==> src/rtl/class_sum_argmax_pkg.sv <==
// Shared definitions for the class-sum / argmax stage and the upstream weight lookup.
// Holds the controller state encoding, the weight width and the class-sum width rule.
package class_sum_argmax_pkg;

    localparam int WEIGHT_W = 9;

    typedef enum logic [1:0] {
        IDLE,
        ACCUM,
        ARGMAX,
        DONE
    } state_t;

    // One sign bit of headroom above weight * CLAUSEN, so a class sum never overflows.
    function automatic int sum_width(input int clausen);
        return WEIGHT_W + $clog2(clausen) + 1;
    endfunction

endpackage

==> src/rtl/class_sum_argmax_if.sv <==
// Beat input, counter feedback and result handshake of class_sum_argmax.
// The master side is upstream/consumer logic; the slave side is the accumulator.
interface class_sum_argmax_if import class_sum_argmax_pkg::*; #(
    parameter int CLAUSEN = 10,
    parameter int NCLASS  = 2
) ();
    localparam int SUMW = sum_width(CLAUSEN);
    localparam int CW   = $clog2(CLAUSEN) + 1;
    localparam int KW   = $clog2(NCLASS) + 1;

    logic                       start;
    logic                       in_valid;
    logic                       in_ready;
    logic                       clause_fire;
    logic signed [WEIGHT_W-1:0] weight;
    logic [CW-1:0]              clause_no;
    logic [KW-1:0]              class_no;
    logic                       busy;
    logic                       result_valid;
    logic                       result_ready;
    logic [KW-1:0]              pred_class;
    logic signed [SUMW-1:0]     pred_sum;

    modport master (
        output start, in_valid, clause_fire, weight, result_ready,
        input  in_ready, clause_no, class_no, busy, result_valid, pred_class, pred_sum
    );

    modport slave (
        input  start, in_valid, clause_fire, weight, result_ready,
        output in_ready, clause_no, class_no, busy, result_valid, pred_class, pred_sum
    );
endinterface

==> src/rtl/class_sum_argmax_argmax_seq.sv <==
// Sequential signed max-with-index over a vector of sums, one element per cycle.
// done pulses for one cycle once the whole vector has been scanned; ties keep the lowest index.
module argmax_seq #(
    parameter int N    = 2,
    parameter int SUMW = 14,
    parameter int IW   = 2
) (
    input  logic                   clk,
    input  logic                   rst,
    input  logic                   start,
    input  logic signed [SUMW-1:0] sums [N],
    output logic                   done,
    output logic [IW-1:0]          max_idx,
    output logic signed [SUMW-1:0] max_val
);
    localparam int AW = (N > 1) ? $clog2(N) : 1;

    logic          running;
    logic [AW-1:0] k;

    always_ff @(posedge clk) begin
        if (rst) begin
            running <= 1'b0;
            k       <= '0;
            done    <= 1'b0;
            max_idx <= '0;
            max_val <= '0;
        end else begin
            done <= 1'b0;
            if (start) begin
                max_val <= sums[0];
                max_idx <= '0;
                k       <= AW'(1);
                running <= (N > 1);
                done    <= (N == 1);
            end else if (running) begin
                if (sums[k] > max_val) begin
                    max_val <= sums[k];
                    max_idx <= IW'(k);
                end
                if (k == AW'(N - 1)) begin
                    running <= 1'b0;
                    done    <= 1'b1;
                end else begin
                    k <= k + AW'(1);
                end
            end
        end
    end

endmodule

==> src/rtl/class_sum_argmax.sv <==
// Accumulates signed clause weights into per-class sums, then reports the argmax class
// and its sum through a valid/ready handshake.
module class_sum_argmax import class_sum_argmax_pkg::*; #(
    parameter int CLAUSEN = 10,
    parameter int NCLASS  = 2
) (
    input  logic              clk,
    input  logic              rst,
    class_sum_argmax_if.slave bus
);
    localparam int SUMW = sum_width(CLAUSEN);
    localparam int CW   = $clog2(CLAUSEN) + 1;
    localparam int KW   = $clog2(NCLASS) + 1;
    localparam int AW   = (NCLASS > 1) ? $clog2(NCLASS) : 1;

    state_t                 state, state_nx;
    logic signed [SUMW-1:0] sums [NCLASS];
    logic [CW-1:0]          clause_cnt;
    logic [KW-1:0]          class_cnt;
    logic signed [SUMW-1:0] addend;
    logic                   beat, last_beat;
    logic                   scan_go, scan_done;
    logic [KW-1:0]          scan_idx;
    logic signed [SUMW-1:0] scan_val;
    logic [KW-1:0]          pred_class_q;
    logic signed [SUMW-1:0] pred_sum_q;

    assign beat      = bus.in_valid && (state == ACCUM);
    assign last_beat = beat && (clause_cnt == CW'(CLAUSEN - 1)) && (class_cnt == KW'(NCLASS - 1));
    assign addend    = bus.clause_fire ? {{(SUMW - WEIGHT_W){bus.weight[WEIGHT_W-1]}}, bus.weight}
                                       : '0;

    always_comb begin
        state_nx         = state;
        bus.in_ready     = 1'b0;
        bus.busy         = 1'b1;
        bus.result_valid = 1'b0;
        unique case (state)
            IDLE: begin
                bus.busy = 1'b0;
                if (bus.start) state_nx = ACCUM;
            end
            ACCUM: begin
                bus.in_ready = 1'b1;
                if (last_beat) state_nx = ARGMAX;
            end
            ARGMAX: begin
                if (scan_done) state_nx = DONE;
            end
            DONE: begin
                bus.result_valid = 1'b1;
                if (bus.result_ready) state_nx = IDLE;
            end
            default: state_nx = IDLE;
        endcase
    end

    // The last beat wraps both counters to zero, so they read 0 outside ACCUM without extra muxing.
    always_ff @(posedge clk) begin
        if (rst) begin
            state        <= IDLE;
            clause_cnt   <= '0;
            class_cnt    <= '0;
            scan_go      <= 1'b0;
            pred_class_q <= '0;
            pred_sum_q   <= '0;
            for (int unsigned i = 0; i < NCLASS; i++) sums[i] <= '0;
        end else begin
            state   <= state_nx;
            scan_go <= last_beat;
            if (state == IDLE) begin
                clause_cnt <= '0;
                class_cnt  <= '0;
                for (int unsigned i = 0; i < NCLASS; i++) sums[i] <= '0;
            end else if (beat) begin
                sums[class_cnt[AW-1:0]] <= sums[class_cnt[AW-1:0]] + addend;
                if (clause_cnt == CW'(CLAUSEN - 1)) begin
                    clause_cnt <= '0;
                    class_cnt  <= (class_cnt == KW'(NCLASS - 1)) ? '0 : class_cnt + KW'(1);
                end else begin
                    clause_cnt <= clause_cnt + CW'(1);
                end
            end
            if (scan_done) begin
                pred_class_q <= scan_idx;
                pred_sum_q   <= scan_val;
            end
        end
    end

    argmax_seq #(
        .N    (NCLASS),
        .SUMW (SUMW),
        .IW   (KW)
    ) u_argmax (
        .clk     (clk),
        .rst     (rst),
        .start   (scan_go),
        .sums    (sums),
        .done    (scan_done),
        .max_idx (scan_idx),
        .max_val (scan_val)
    );

    assign bus.clause_no  = clause_cnt;
    assign bus.class_no   = class_cnt;
    assign bus.pred_class = pred_class_q;
    assign bus.pred_sum   = pred_sum_q;

endmodule

==> src/flat_wrapper.sv <==
// flat-port wrapper written by rule: the top's interface ports become plain ports
module class_sum_argmax_flat import class_sum_argmax_pkg::*;
#(
    parameter int CLAUSEN = 10,
    parameter int NCLASS  = 2
)
  (clk, rst, bus_start, bus_in_valid, bus_clause_fire, bus_weight, bus_result_ready, bus_in_ready, bus_clause_no, bus_class_no, bus_busy, bus_result_valid, bus_pred_class, bus_pred_sum);
  class_sum_argmax_if #(.CLAUSEN(CLAUSEN), .NCLASS(NCLASS)) bus_i ();
  input  logic clk;
  input  logic rst;
  input wire logic [$bits(bus_i.start)-1:0] bus_start;
  input wire logic [$bits(bus_i.in_valid)-1:0] bus_in_valid;
  input wire logic [$bits(bus_i.clause_fire)-1:0] bus_clause_fire;
  input wire logic [$bits(bus_i.weight)-1:0] bus_weight;
  input wire logic [$bits(bus_i.result_ready)-1:0] bus_result_ready;
  output wire logic [$bits(bus_i.in_ready)-1:0] bus_in_ready;
  output wire logic [$bits(bus_i.clause_no)-1:0] bus_clause_no;
  output wire logic [$bits(bus_i.class_no)-1:0] bus_class_no;
  output wire logic [$bits(bus_i.busy)-1:0] bus_busy;
  output wire logic [$bits(bus_i.result_valid)-1:0] bus_result_valid;
  output wire logic [$bits(bus_i.pred_class)-1:0] bus_pred_class;
  output wire logic [$bits(bus_i.pred_sum)-1:0] bus_pred_sum;
  assign bus_i.start = bus_start;
  assign bus_i.in_valid = bus_in_valid;
  assign bus_i.clause_fire = bus_clause_fire;
  assign bus_i.weight = bus_weight;
  assign bus_i.result_ready = bus_result_ready;
  assign bus_in_ready = bus_i.in_ready;
  assign bus_clause_no = bus_i.clause_no;
  assign bus_class_no = bus_i.class_no;
  assign bus_busy = bus_i.busy;
  assign bus_result_valid = bus_i.result_valid;
  assign bus_pred_class = bus_i.pred_class;
  assign bus_pred_sum = bus_i.pred_sum;
  class_sum_argmax #(.CLAUSEN(CLAUSEN), .NCLASS(NCLASS)) u_core (.clk(clk), .rst(rst), .bus(bus_i));
endmodule
==> config.mk <==
export PLATFORM = sky130hd
export DESIGN_NAME = class_sum_argmax_flat
export DESIGN_NICKNAME = d
export VERILOG_FILES = /design/src/rtl/class_sum_argmax_pkg.sv /design/src/rtl/class_sum_argmax_if.sv /design/src/rtl/class_sum_argmax_argmax_seq.sv /design/src/rtl/class_sum_argmax.sv /design/src/flat_wrapper.sv
export SDC_FILE = /design/constraint.sdc
export NUM_CORES = 1
export LEC_CHECK = 0
export CAP_MARGIN = 15
export CORE_UTILIZATION = 63
export CTS_CLUSTER_SIZE = 25
export DETAILED_ROUTE_END_ITERATION = 8
export GPL_TIMING_DRIVEN = 1
export PLACE_DENSITY = 0.86
export REMOVE_ABC_BUFFERS = 1
export SYNTH_ARGS = -nofsm -noshare
export SYNTH_HDL_FRONTEND = slang
export SYNTH_SLANG_ARGS = --single-unit
==> constraint.sdc <==
create_clock -name clk -period 10.5 [get_ports clk]
set_clock_uncertainty 0.2 [all_clocks]
set_input_delay 1.05 -clock clk [delete_from_list [all_inputs] [get_ports clk]]
set_output_delay 1.05 -clock clk [all_outputs]
set_load 0.02 [all_outputs]
# Word-level counts from Yosys, hierarchy flattened
# Index checks and enable logic that the tools add are counted.
dict set report classes {
  n_mux 30
  eq_ne 9
  bitwise_logic 3
  reduce_logical 14
  magnitude_cmp 4
  add_sub_neg 4
}
# op n
set ops {}
lappend ops {{two-way mux 14 bit} 11}
lappend ops {{bitwise mux 28 bit} 1}
lappend ops {{adder 14 bit} 1}
lappend ops {{demux 14 bit (select 1 bit)} 1}
lappend ops {{> comparator 14 bit} 1}
lappend ops {{two-way mux 1 bit} 10}
lappend ops {{two-way mux 2 bit} 5}
lappend ops {{one-hot mux 2 bit (4 select lines)} 1}
lappend ops {{!= test 2 bit (second input constant)} 3}
lappend ops {{AND reduction 2 bit} 3}
lappend ops {{adder 5 x 1 -> 5 bit (second input constant)} 1}
lappend ops {{== test 5 x 4 -> 1 bit (second input constant)} 1}
lappend ops {{two-way mux 5 bit} 1}
lappend ops {{== test 2 x 1 -> 1 bit (second input constant)} 2}
lappend ops {{== test 2 bit (second input constant)} 2}
lappend ops {{greater-or-equal comparator 2 bit (second input constant)} 2}
lappend ops {{logical AND 1 bit} 4}
lappend ops {{inverter 1 -> 2 bit} 2}
lappend ops {{AND reduction 4 bit} 1}
lappend ops {{nonzero test 2 bit} 2}
lappend ops {{OR reduction 2 bit} 2}
lappend ops {{OR reduction 3 bit} 1}
lappend ops {{adder 2 x 1 -> 2 bit (second input constant)} 1}
lappend ops {{zero test 2 bit} 1}
lappend ops {{other kinds (4)} 4}
dict set report totals {
  regBits 71
  elab_cells 77
  out_inout_bits 26
}

# Logic depth before layout (Yosys ltp)
# Gate-level depths: netlist of the first run.
dict set report depth {
  ltp_word 8
  depth_mapped 12
  ltp_nobuf 9
}

# Cells and area by module
# A second synthesis of the first run with hierarchy kept.
dict set report unflattened {
  hier_cells 522
  area_unflattened_um2 4438.0
}
# module cells_each area_each_um2 seq_area_each_um2 n_inst
set by_module_without_submodules {}
lappend by_module_without_submodules {class_sum_argmax 362 3036.7 1081.0 1}
lappend by_module_without_submodules {argmax_seq 160 1401.3 360.3 1}

# Least setup slack after synthesis of the first run
# Ideal clock, no wire load.
dict set report synth_timing {
  path_type {flip-flop to flip-flop}
  start {register u_core.class_cnt[0] (netlist: u_core.bus.class_no[0])}
  end {register u_core.sums[10] (netlist bit)}
  stages_incl_launch_ff 12
  path_buffers 2
  t_arrival_ns 3.193
  slack_ns 6.985
  path_cell_list {dfxtp_1 -> buf_2 -> buf_1 -> mux2_2 -> ha_1 -> fa_1 -> a21o_1 -> a21o_1 -> a21oi_2 -> a211o_1 -> a2111oi_2 -> a311o_1}
}
dict set report synth_via {
  elab_chain_len 6
  word_cells_on_any_way 11
}
# item line_no
set synth_rtl {}
lappend synth_rtl {{start: declaration} class_sum_argmax.sv:19} ;# logic [KW-1:0] class_cnt;
lappend synth_rtl {{start signal: assignment} class_sum_argmax.sv:79} ;# class_cnt <= (class_cnt == KW'(NCLASS - 1)) ? '0 : class_cnt + KW'(1);
lappend synth_rtl {{inverter 1 -> 2 bit (not written as such) *} class_sum_argmax.sv:76} ;# sums[class_cnt[AW-1:0]] <= sums[class_cnt[AW-1:0]] + addend;
lappend synth_rtl {{two-way mux 14 bit (not written as such) (tied with other cells)} class_sum_argmax.sv:76}
lappend synth_rtl {{two-way mux 14 bit (not written as such) / logical AND 1 bit (equally long branches)} class_sum_argmax.sv:76}
lappend synth_rtl {{two-way mux 14 bit (not written as such)} class_sum_argmax.sv:76}
lappend synth_rtl {{adder 14 bit / demux 14 bit (select 1 bit) (equally long branches)} class_sum_argmax.sv:76}
lappend synth_rtl {{bitwise mux 28 bit *} class_sum_argmax.sv:76}
lappend synth_rtl {{end signal: indexed assignment} class_sum_argmax.sv:76}
lappend synth_rtl {{end: declaration} class_sum_argmax.sv:17} ;# logic signed [SUMW-1:0] sums [NCLASS];
# Mark *: on every way between the ends. The rest lies on a longest branch, timed or not. The select of a mux whose other input is x is not followed.
# A chain may end at the register's enable or synchronous reset.

# Final worst setup path of the first run
dict set report layout_timing {
  start {input bus_clause_fire}
  end {register u_core.sums[24] (netlist bit)}
}
dict set report layout_via {
  elab_chain_len 3
}
# item line_no
set layout_rtl {}
lappend layout_rtl {{start: declaration} flat_wrapper.sv:13} ;# input wire logic [$bits(bus_i.clause_fire)-1:0] bus_clause_fire;
lappend layout_rtl {{two-way mux 14 bit} class_sum_argmax.sv:30} ;# assign addend = bus.clause_fire ? {{(SUMW - WEIGHT_W){bus.weight[WEIGHT_W-1]}}, bus.weight}
lappend layout_rtl {{adder 14 bit} class_sum_argmax.sv:76}
lappend layout_rtl {{bitwise mux 28 bit} class_sum_argmax.sv:76}
# Every way passes these cells.

==> results of run 1 <==
-- power by group --
part           internal [mW]  switching [mW]
registers              0.276         0.00804
clock network         0.0972           0.100
logic                 0.0612           0.102
-- layout make-up --
cell class | instances | area, um2
timing repair buffer | 45 | 434
multi-input combinational | 391 | 2880
sequential | 71 | 1420
inverter | 23 | 86.3
tap | 96 | 120
clock buffer | 12 | 155
clock inverter | 3 | 18.8
fill | 534 | 1830
-- worst register-to-register path: cells and delay by family, from the launching register on --
kind | cells | cell delay (ns)
multiplexers | 1 | 0.45
flip-flops | 1 | 0.83
adder cells (fa/ha/maj) | 1 | 0.35
AND/OR/NAND/NOR | 3 | 1.04
AO/OA/AOI/OAI | 2 | 0.65
-- registers in the layout (all words and copies together), names as in the netlist --
signal / count
u_core.bus.pred_sum: 14
u_core.u_argmax.done: 1
u_core.sums: 28
u_core.bus.clause_no: 5
u_core.bus.class_no: 2
u_core.u_argmax.max_idx: 1
u_core.u_argmax.k: 1
u_core.scan_go: 1
u_core.u_argmax.max_val: 14
u_core.state: 2
u_core.u_argmax.running: 1
u_core.bus.pred_class: 1
-- how the worst max path moves through the flow --
stage                           startpoint              end  slack (ns)  cells past startpoint
floorplan           u_core.bus.class_no[0]  u_core.sums[10]        7.17                      9
global placement           bus_clause_fire  u_core.sums[24]        6.55                     10
detailed placement         bus_clause_fire  u_core.sums[24]        6.45                     10
CTS                        bus_clause_fire  u_core.sums[24]        6.81                     10
global route               bus_clause_fire  u_core.sums[24]        6.67                     10
finish                     bus_clause_fire  u_core.sums[24]        6.80                     10
-- cell families after synthesis --
kind of cell	synth area share, %
buffers and inverters	7.14
multiplexers	10.2
AND/OR/NAND/NOR	21.3
XOR/XNOR	2.65
AO/OA/AOI/OAI	18.3
flip-flops	30.7
other	0.0810
adder cells (fa/ha/maj)	9.62
-- layer usage --
metal  part of all wire, %  wire length [um]  vias up  track usage [%]
li1                      -                 -     1906                -
met1                    44              4620     1915             38.1
met2                    48              5020      142             46.0
met3                   6.0               626       15             3.86
met4                   2.0               212        0             11.3
met5                     0                 0        -                0
-- cells in the final DEF, fill, tap and decap left out, types with 5 or more instances in the layout --
cell,netlist,final
nand4_1,7,7
ha_1,34,34
nand3_1,14,14
a211oi_1,9,9
dfxtp_1,71,71
xnor2_1,9,9
nand2b_1,10,10
nor3_1,17,17
xor2_1,5,5
o21ai_0,17,17
clkdlybuf4s50_1,0,38
nand3_2,10,10
clkbuf_8,7,11
mux2_2,26,26
nand2_1,50,50
and2_1,10,10
a21oi_1,29,29
or2b_2,6,6
a21o_1,6,6
buf_4,1,5
o221ai_2,11,11
and3_1,5,5
nor2_1,40,40
inv_1,23,23
mux2i_1,18,18
-- metrics by stage --
stage	instance area, um2	setup slack [ns]	std cells	utilization, %
after global routing	5110	6.67	641	73.6
after global placement	4920	6.55	624	70.8
after detailed placement	4920	6.45	624	70.8
after floorplan	4380	7.17	485	-
final	5110	6.80	641	73.6
after CTS	5090	6.81	639	73.4
==> flow_results.org, run 1 <==
** Status
- The flow ran to the end, and the final reports show no timing, DRC or antenna violations.

** Synthesis
- The most used flip-flop cell after synthesis is dfxtp_1.
- Number of warnings printed during yosys synthesis :: 0
- After synthesis, flip-flops and latches occupy a little under a third of the total area.
- Netlist area before placement :: between 4000 and 5000 um2
- Ranked by instance count, the synthesized netlist is headed by dfxtp_1 (71), nand2_1 (50), nor2_1 (40), ha_1 (34), a21oi_1 (29).
- Area share of the leading cell type in the synthesized netlist :: roughly 31%
- Most common cell in the netlist :: dfxtp_1
- Yosys mapped a number of flops with a built-in enable equal to 0.
- The synthesized design spends more area on one cell type than any other, namely dfxtp_1.
- After synthesis the netlist holds a flip-flop and latch count of 71.
- Dividing the synthesized area by the synthesized cell count gives 8.95 um2.
- Synthesis produced between 500 and 600 cells.
- Leading cell types by total area after synthesis :: dfxtp_1 (31%), ha_1 (9.2%), mux2_2 (6.3%)
- Post-synth cell types :: 64
- After synthesis, the share of flip-flops with an asynchronous set or reset is 0%.

** Floorplan
- The initialized floorplan defines 30 standard-cell rows.
- For this design the top-level I/O count stands at 41.
- The die covers roughly 7700 um2.
- The die is 87.7 um wide.
- Die Y :: 87.7 um
- After floorplanning, the core was sized to cover 6940 um2.
- For this configuration, the core starts out at a cell density of roughly 67%.

** CTS
- CTS built an H-tree with a depth of 3.
- TritonCTS Buffers :: 9
- Total setup buffers inserted after CTS :: 0
- CTS tree :: built
- Number of instances resized during post-cts repair :: 0
- The tree is rooted in a clkbuf_8.
- Clock transition at the registers of the reported paths :: 0.07 ns
- Insertion delay to the later sink of the worst-skew pair :: roughly 0.34 ns
- In this run, post-CTS hold repair placed 0 buffers.
- Counting along the longest clock path gives a buffer depth of 2.
- For this design, the sink count on the clock tree is 71.

** STA
- Setup repair after global routing left no endpoint under its margin.
- The final number of max-transition violations came to 0.
- Fin crit share :: 35.2%
- Hold violation total from the final report :: 0
- Pin slew with the least headroom to its limit :: about 1.1 ns
- Max-Slew Margin vs Limit :: between 20% and 30%
- Fin Setup TNS :: 0 ns
- Counting I/O delays and the setup requirement, the final critical path takes approximately 3.7 ns.
- For this run, the top clock speed supported by timing is 0.270 GHz.
- Setup violations remaining at the end of the flow were counted as 0.
- Across all hold checks on the routed design, the worst slack comes to ~0.25 ns.

** Finish
- 0 antenna diodes ended up in the layout.
- Fraction of final layout cells sized beyond drive strength 1 :: 15.4%
- The net count of the finished layout is approximately 600.
- Compared with the post-synthesis result, the final layout area differs by 10.5%.

** Critical path
- The worst register-to-register path ends at u_core.u_argmax.max_idx[0].
- The worst register-to-register path begins at u_core.u_argmax.k.
- Depth of the most critical reg-to-reg path :: 7
- Library cell contributing the largest single delay on the critical path :: clkdlybuf4s50_1
- Count of buffering cells on the critical path with inverters included :: 1
- The cell family contributing the most delay on the critical path is compound AO/OA/AOI/OAI gates.
- The worst setup path is launched from an input pin.
- Crit-path max cell delay :: roughly 0.53 ns
- Data arrives at the worst endpoint at approximately 3.7 ns.
- For the worst setup path, the data required time is 10.53 ns.
- The most numerous cell type found on the critical path is a21o_1.
- Across all register-to-register paths, the minimum setup slack is between 6 and 7 ns.
- Along the worst path, the maximum fanout reaches 9.
- STA classifies the critical path endpoint as a flip-flop.
- The critical path is of the input pin to flip-flop type.
- Worst path cell trace :: clkdlybuf4s50_1, and2_1, ha_1, fa_1, a21o_1, a21o_1, a21oi_2, a211o_1, a2111oi_2, a311o_1

** Power and ir drop
- Total power :: approximately 0.64 mW
- Max VDD drop :: 0.0960 mV
- For this design the static power due to leakage is ~1.8 nW.
- Power density normalized to cell area :: around 130 nW/um2

** Hold path
- Hold WC Path Type :: flip-flop to flip-flop
- Startpoint of the worst hold path :: u_core.bus.class_no[1]
- For hold timing, the worst endpoint is u_core.bus.class_no[1].
- Worst hold path depth :: 2

** Placement
- Routability cong. :: between 0.8 and 0.9
- In this run the tool buffered the top-level ports with 39 buffer cells.
- Detailed placement ended at an HPWL of 7.33 mm.

** Routing
- Routed wirelength normalized by instance count :: about 16 um
- Detailed-route DRC error count :: 0
- The final layout contains routed wiring with a total length of between 10 and 15 mm.
- Length of the first detailed-routing pass in iterations :: 4
- In this run the remaining antenna-violating nets after routing total 0.
- Vias per Instance :: 6.21
- Number of DRC markers after the initial detailed-route iteration :: approximately 180
- Total via count after detailed routing :: ~4000

** Flow run
- Max-cap check violation count :: 0

** Global routing
- Vias in the first global route :: approximately 3600
- The initial antenna violation count was 0.
- Maximum number of pins on one net before global-route repair :: 53
- Total global routing overflow :: 0
- The first global-routing pass estimated roughly 17 mm of wire.
- Total Routing Usage GR :: between 20 and 30%
Note: power is estimated with default switching activity, not from simulation.
==> run 2, diff against run 1 <==
Settings changed: CORE_UTILIZATION 63 to 58, PLACE_DENSITY 0.86 to 0.8.
Clock period 10.5 ns to 3.74 ns, I/O delays scaled along.
==> run 2 against run 1 <==
Final area up 1.5%. Total power rose to 3.0 times the previous value. Sequential share of layout area down 0.41 points. Final cell count up 1.6%. Utilization down 6.5 points. Global-route usage down 1.9 points. Setup slack worse by 6.5 ns. Clock power rose to 3.5 times the previous value. Sequential power rose to 2.8 times the previous value. Wire length down 1.0%.
==> flow_results.org, run 2 (synthesized netlist as in run 1, its figures left out) <==
** Status
- Run status :: complete, no violations

** Routing
- In the routed design, unresolved DRC markers number 0.
- Summed over all layers, the routed wires come to 10.4 mm.
- Vias per Instance :: 6.04
- The pre-antenna-repair detailed-routing pass consisted of 5 iterations.
- Number of DRC markers after the initial detailed-route iteration :: about 220
- Dividing the detail-routed wire length by the instance count gives ~16 um.
- Remaining antenna violation count :: 0
- Total via count after detailed routing :: 3929

** Placement
- Once detailed placement completed, the half-perimeter wirelength came to 7.54 mm.
- Routability cong. :: 0.866
- In this run the tool buffered the top-level ports with 39 buffer cells.

** Floorplan
- Area of the die :: 8340 um2
- In this run the count of I/O pins placed on the die edge is just over 40.
- Core ar. :: approximately 7700 um2
- Die outline width :: ~91 um
- Die Y :: between 90 and 100 um
- Starting density of the core :: between 50% and 60%
- Rows :: 32

** Power and ir drop
- Max VDD drop :: 0.230 mV
- Power spread over the standard cell area amounts to approximately 370 nW/um2.
- The analysis attributes to cell leakage a power of 1.88 nW.
- The design draws ~2 mW.

** CTS
- Number of instances resized during post-cts repair :: 0
- Insertion delay to the later sink of the worst-skew pair :: around 0.35 ns
- Number of hold-repair buffers added at the cts stage :: 0
- Maximum level of the CTS H-tree :: 3
- CTS tree :: built
- Clock-pin slew was measured on the worst setup and hold paths at 0.07 ns.
- Clock Sink Count :: 71
- Maximum buffer depth of the clock tree :: 2
- CTS Root Buffer Type :: clkbuf_8
- Total setup buffers inserted after CTS :: 0
- TritonCTS Buffers :: 9

** STA
- The number of failing hold endpoints at the final stage was 0.
- After layout, the worst path uses about nine tenths of the clock period.
- Headroom to the max-slew limit came out at slightly below 50%.
- Summed over all failing endpoints, the final setup total negative slack is 0 ns.
- Final setup viols :: 0
- For the pin with the worst max-slew slack, the measured transition is ~0.76 ns.
- The final number of max-transition violations came to 0.
- Setup repair after global routing left no endpoint under its margin.
- Achievable clock frequency :: slightly below 0.3 GHz
- Shortest period the worst path allows :: 3.42 ns

** Critical path
- Required time of the critical path :: around 3.8 ns
- The critical path goes through buf_4, mux2_2, ha_1, nand4_1, o41ai_1, or4_1, nand3_1, a21oi_1.
- R2r startpoint :: u_core.u_argmax.k
- Crit path capture type :: flip-flop
- Library cell contributing the largest single delay on the critical path :: or4_1
- In this run the critical register-to-register path is captured at u_core.u_argmax.max_idx[0].
- Launching element type of the critical path :: flip-flop
- The critical path is of the flip-flop to flip-flop type.
- Crit-path max cell delay :: a little under 0.7 ns
- Setup slack on the worst reg-to-reg path comes out at ~0.32 ns.
- STA puts the critical path data arrival time at about 3.5 ns.
- Biggest fanout along the worst timing path :: 15
- Depth of the most critical reg-to-reg path :: 8

** Finish
- Most common library cell in the layout ignoring fill and taps :: dfxtp_1
- Relative to the synthesized area, the layout overhead comes to 12.1%.
- Count of antenna diodes in the layout :: 0
- The register with the most flip-flops in the layout has 28 of them.
- The top cell types in the final layout, fill and taps aside, are dfxtp_1 (71), nand2_1 (50), nor2_1 (40), clkdlybuf4s50_1 (38), ha_1 (34).
- Biggest register :: u_core.sums
- Of the cells placed in the final design, the portion with a size suffix greater than 1 is ~16%.
- For this run, the post-layout net count is ~600.

** Hold path
- Hold WC Path Type :: flip-flop to flip-flop
- The startpoint identified for the worst hold timing path is u_core.bus.class_no[1].
- Worst hold path depth :: 2
- Endpoint with the worst hold slack :: u_core.bus.class_no[1]

** Global routing
- Total global routing overflow :: 0
- Initial antenna violation count :: 0
- The first global-routing pass estimated roughly 18 mm of wire.
- Total Routing Usage GR :: 26.4%
- Vias in the first global route :: between 3000 and 4000
- Maximum number of pins on one net before global-route repair :: 29

** Flow run
- Across the run, the number of max-cap violations was 0.
## run 2: cell types whose count changed in the layout (fill, tap and decap cells not counted), sizes merged
cell    previous run  this run
buf                7        10
bufinv             0         2
clkinv             3         1
clkbuf            12        13
## run 2: how the worst max path moves through the flow
stage                                 startpoint                    endpoint  slack [ns]  cells past startpoint
after floorplan           u_core.bus.class_no[0]             u_core.sums[10]        0.41                      9
after global placement           bus_clause_fire             u_core.sums[24]        0.50                     10
after detailed placement       u_core.u_argmax.k  u_core.u_argmax.max_idx[0]        0.37                      8
after CTS                      u_core.u_argmax.k  u_core.u_argmax.max_idx[0]        0.31                      8
after global routing           u_core.u_argmax.k  u_core.u_argmax.max_idx[0]        0.04                      8
final                          u_core.u_argmax.k  u_core.u_argmax.max_idx[0]        0.32                      8
## run 2: where the power goes
group | internal (mW) | switching, mW
sequential | 0.776 | 0.0234
combinational | 0.170 | 0.281
clock | 0.412 | 0.282
## run 2: critical path: cells and delay by family, from the launching register on
family	cells	cell delay (ns)
and+or+nand+nor	3	1.05
AOI/OAI and AO/OA	2	0.67
DFF	1	0.47
muxes	1	0.36
adders and majority gates	1	0.34
buffers and inverters	1	0.24
## run 2: layer usage
metal / global-route usage, % / share of wire, % / wire (um) / vias up
met3: 4.36 / 5.8 / 600 / 16
met4: 8.47 / 1.6 / 161 / 0
met2: 44.1 / 48 / 4940 / 140
li1: - / - / - / 1907
met1: 34.8 / 45 / 4660 / 1866
met5: 0 / 0 / 0 / -
## run 2: cell type report
class | instances | area, um2
clock buffer | 13 | 159
timing repair buffer | 48 | 453
inverter | 23 | 86.3
sequential | 71 | 1420
multi-input combinational | 391 | 2880
clock inverter | 3 | 65.1
tap | 102 | 128
fill | 607 | 2540
## run 2: stage by stage
stage	cell area, um2	hold slack [ns]	setup WS, ns	cells	utilization, %
2_1_floorplan	4380	0.242	0.413	485	-
3_3_place_gp	4960	0.232	0.503	635	64.2
3_5_place_dp	4960	0.234	0.373	635	64.2
4_1_cts	5190	0.247	0.311	651	67.1
5_1_grt	5190	0.266	0.0405	651	67.1
6_report	5190	0.246	0.322	651	67.1
==> run 3, diff against run 2 <==
Settings changed: CORE_UTILIZATION 58 to 53, PLACE_DENSITY 0.8 to 0.77, SLEW_MARGIN set to 10.
Clock period 3.74 ns to 2.8 ns, I/O delays scaled along.
==> run 3 against run 2 <==
Sequential share of layout area fell by 3.4 points. Critical path depth up 3. Die area rose by 9.2%. The flow now finishes with violations (setup timing). Count of clock-buffer cells in the layout is the same. Final area rose by 15%. Setup slack got worse by 0.42 ns. Critical endpoint is now u_core.u_argmax.max_val[5]. Clock power up 36%. Global-route usage up 1.4 points. Worst hold slack got worse by 0.048 ns. Largest power group unchanged. Register-to-register slack got worse by 0.42 ns.
==> flow_results.org, run 3 (synthesized netlist as in run 1, its figures left out) <==
** CTS
- The H-tree was split into 3 levels.
- In this run the clock root is driven by a clkbuf_8.
- CTS tree :: built
- Maximum buffer depth of the clock tree :: 2
- For the worst-skew pair, the clock arrives at the later sink with an insertion delay of 0.36 ns.
- Clock Sink Count :: 71
- Number of hold-repair buffers added at the cts stage :: 0
- TritonCTS Buffers :: 9
- Clock-pin slew was measured on the worst setup and hold paths at 0.08 ns.

** Hold path
- The startpoint identified for the worst hold timing path is rst.
- Along the worst hold path, the cell count comes to 4.
- Endpoint with the worst hold slack :: u_core.bus.class_no[1]
- The tightest min-delay check is of the input pin to flip-flop type.

** STA
- Hold_ws :: 0.198 ns
- Final setup viols :: 15
- The number of failing hold endpoints at the final stage was 0.
- Shortest period the worst path allows :: a little under 3 ns
- Derived from the worst setup path, the maximum achievable clock frequency is ~0.35 GHz.
- Pin slew with the least headroom to its limit :: approximately 0.68 ns
- Headroom to the max-slew limit came out at approximately 55%.
- Setup repair after global routing could not meet its margin everywhere.
- After layout, the worst setup slack is -0.0936 ns.
- Count of final max-slew check failures :: 0
- Dividing the final minimum period by the clock period gives 103%.

** Floorplan
- Core ar. :: roughly 8300 um2
- From left edge to right edge, the die measures approximately 95 um.
- Starting density of the core :: approximately 55%
- Measured along the y axis, the die boundary spans 95.4 um.
- Top Ports :: 41
- The die covers 9110 um2.
- Rows :: 33

** Global routing
- The first global-routing pass estimated 19.3 mm of wire.
- Total global routing overflow :: 0
- Across every metal layer, demand over resource in global routing totals about 28%.
- Entering global routing, the biggest net connects 28 pins.
- Vias in the first global route :: 3868
- Initial antenna violation count :: 0

** Power and ir drop
- The clock network burns roughly a third of the power.
- Combinational logic is responsible for between 20% and 30% of the overall power.
- Of the total power, the share spent switching nets is a little under a third.
- IR analysis of the VDD net gives a maximum drop of between 0.3 and 0.4 mV.
- Power spread over the standard cell area amounts to 463 nW/um2.
- Summed over all cells, the static leakage comes to between 2 and 2.5 nW.
- For this design the total switching power over the nets is around 0.86 mW.
- Design internal power :: ~1.9 mW
- Sequential cells account for roughly two fifths of the total power.

** Finish
- The finished cells cover around 5900 um2.
- Fraction of final layout cells sized beyond drive strength 1 :: 27.0%
- The net count of the finished layout is ~640.
- Final core utilization :: 71.3%
- Flip-flop count of the largest register after layout :: 28
- Fill cells in the final layout number around 600.
- Finished Layout Cells :: ~700
- Biggest register :: u_core.sums
- In the layout the commonest cells are dfxtp_1 (69), nand2_1 (50), buf_4 (46), nor2_1 (40), clkdlybuf4s50_1 (38).
- Most common library cell in the layout ignoring fill and taps :: dfxtp_1
- Area growth, synth to finish :: 28.5%
- 0 antenna diodes ended up in the layout.

** Routing
- Before antenna repair, the detailed router went through 5 iterations.
- Dividing the detail-routed via count by the number of cells gives 6.02.
- Wires add up to approximately 12 mm.
- Total via count after detailed routing :: 4228
- Routed wirelength normalized by instance count :: about 18 um
- Remaining antenna violation count :: 0
- In the routed design, unresolved DRC markers number 0.
- Number of DRC markers after the initial detailed-route iteration :: 227

** Critical path
- The worst setup path is captured at a flip-flop.
- Data arrival time of the worst path :: 2.93 ns
- Required time of the critical path :: roughly 2.8 ns
- The number of cells on the worst reg-to-reg path is 11.
- Reg2reg end :: u_core.u_argmax.max_val[5]
- Launching element type of the critical path :: flip-flop
- R2r startpoint :: u_core.u_argmax.k
- Setup slack on the worst reg-to-reg path comes out at -0.09 ns.
- Of all nets on the critical path, the largest fanout is 7.
- Kind of critical path :: flip-flop to flip-flop

** Placement
- Placed cell count :: 673
- Detailed placement finished with a half-perimeter wire length of between 7 and 8 mm.
- The congestion estimate from routability-driven global placement came to ~0.9.
- Post-Place Cell Area :: around 5300 um2
- Input and output buffers added on the ports amount to 39.

** Status
- Run status :: complete, but fails checks
- The checks that failed: setup timing.

** Flow run
- Max-cap violations in this run came to 0.
[run 3: cell types whose count changed in the layout (fill, tap and decap cells not counted), moves of 3 or more]
cell     previous run  this run
ha_4                0        12
mux2_4              0        11
buf_6               0         7
buf_12              0         3
mux2_2             26        15
ha_1               34        22
o21ai_0            17        13
o21ai_1             2         5
buf_4               9        46
[run 3: metal layers]
layer | up-vias | wire, um | GRT usage (%)
met5 | - | 0 | 0
met3 | 43 | 704 | 4.55
met4 | 0 | 482 | 15.2
li1 | 1999 | - | -
met1 | 2017 | 5470 | 36.2
met2 | 169 | 5840 | 43.8
[run 3: power by group through the flow]
stage,Combinational (mW),Sequential (mW),Clock [mW]
after global routing,0.808,1.07,0.995
after floorplan,0.399,1.08,0
after CTS,0.711,1.06,0.948
after detailed placement,0.634,1.09,0
final,0.747,1.06,0.944
after global placement,0.607,1.08,0
[run 3: worst max-delay path by stage]
stage / from / to / slack [ns] / cells past startpoint
finish: u_core.u_argmax.k / u_core.u_argmax.max_val[5] / -0.09 / 11
global route: u_core.u_argmax.k / u_core.u_argmax.max_val[0] / -0.18 / 10
CTS: u_core.bus.class_no[0] / u_core.sums[10] / 0.004 / 9
detailed placement: bus_clause_fire / u_core.sums[24] / -0.33 / 10
global placement: bus_clause_fire / u_core.sums[24] / -0.23 / 10
floorplan: u_core.bus.class_no[0] / u_core.sums[10] / -0.53 / 9
[run 3: repair_timing]
| action | in CTS | in global routing |
|---|---|---|
| setup endpoints to repair | 24 | 29 |
| setup buffers | 10 | 3 |
| pin swaps | 15 | 16 |
| resized for setup | 50 | 15 |
| cloned | 1 | 0 |
[run 3: area by class of cell]
class	instances	area (um2)	area share (%)
clock buffer	13	159	2.67
inverter	23	86.3	1.45
multi-input combinational	391	3180	53.5
tap	105	131	2.21
sequential	71	1430	24.0
timing repair buffer	96	897	15.1
clock inverter	3	65.1	1.09
[run 3: worst max-delay path, stage by stage, from the launching register on]
cell	delay, ns
dfxtp_4	0.40
buf_12	0.13
buf_12	0.13
mux2_4	0.32
ha_4	0.28
nand4_1	0.12
buf_6	0.16
o41a_1	0.41
o211a_1	0.19
nor2_4	0.15
buf_6	0.16
o221ai_2	0.10
[run 3: stage by stage]
step / setup TNS [ns] / power [mW] / setup slack [ns]
5_1_grt: -2.37 / 2.87 / -0.176
6_report: -1.04 / 2.75 / -0.0936
3_3_place_gp: -1.43 / 1.69 / -0.229
2_1_floorplan: -8.60 / 1.48 / -0.527
4_1_cts: 0 / 2.72 / 0.00362
3_5_place_dp: -2.43 / 1.72 / -0.329
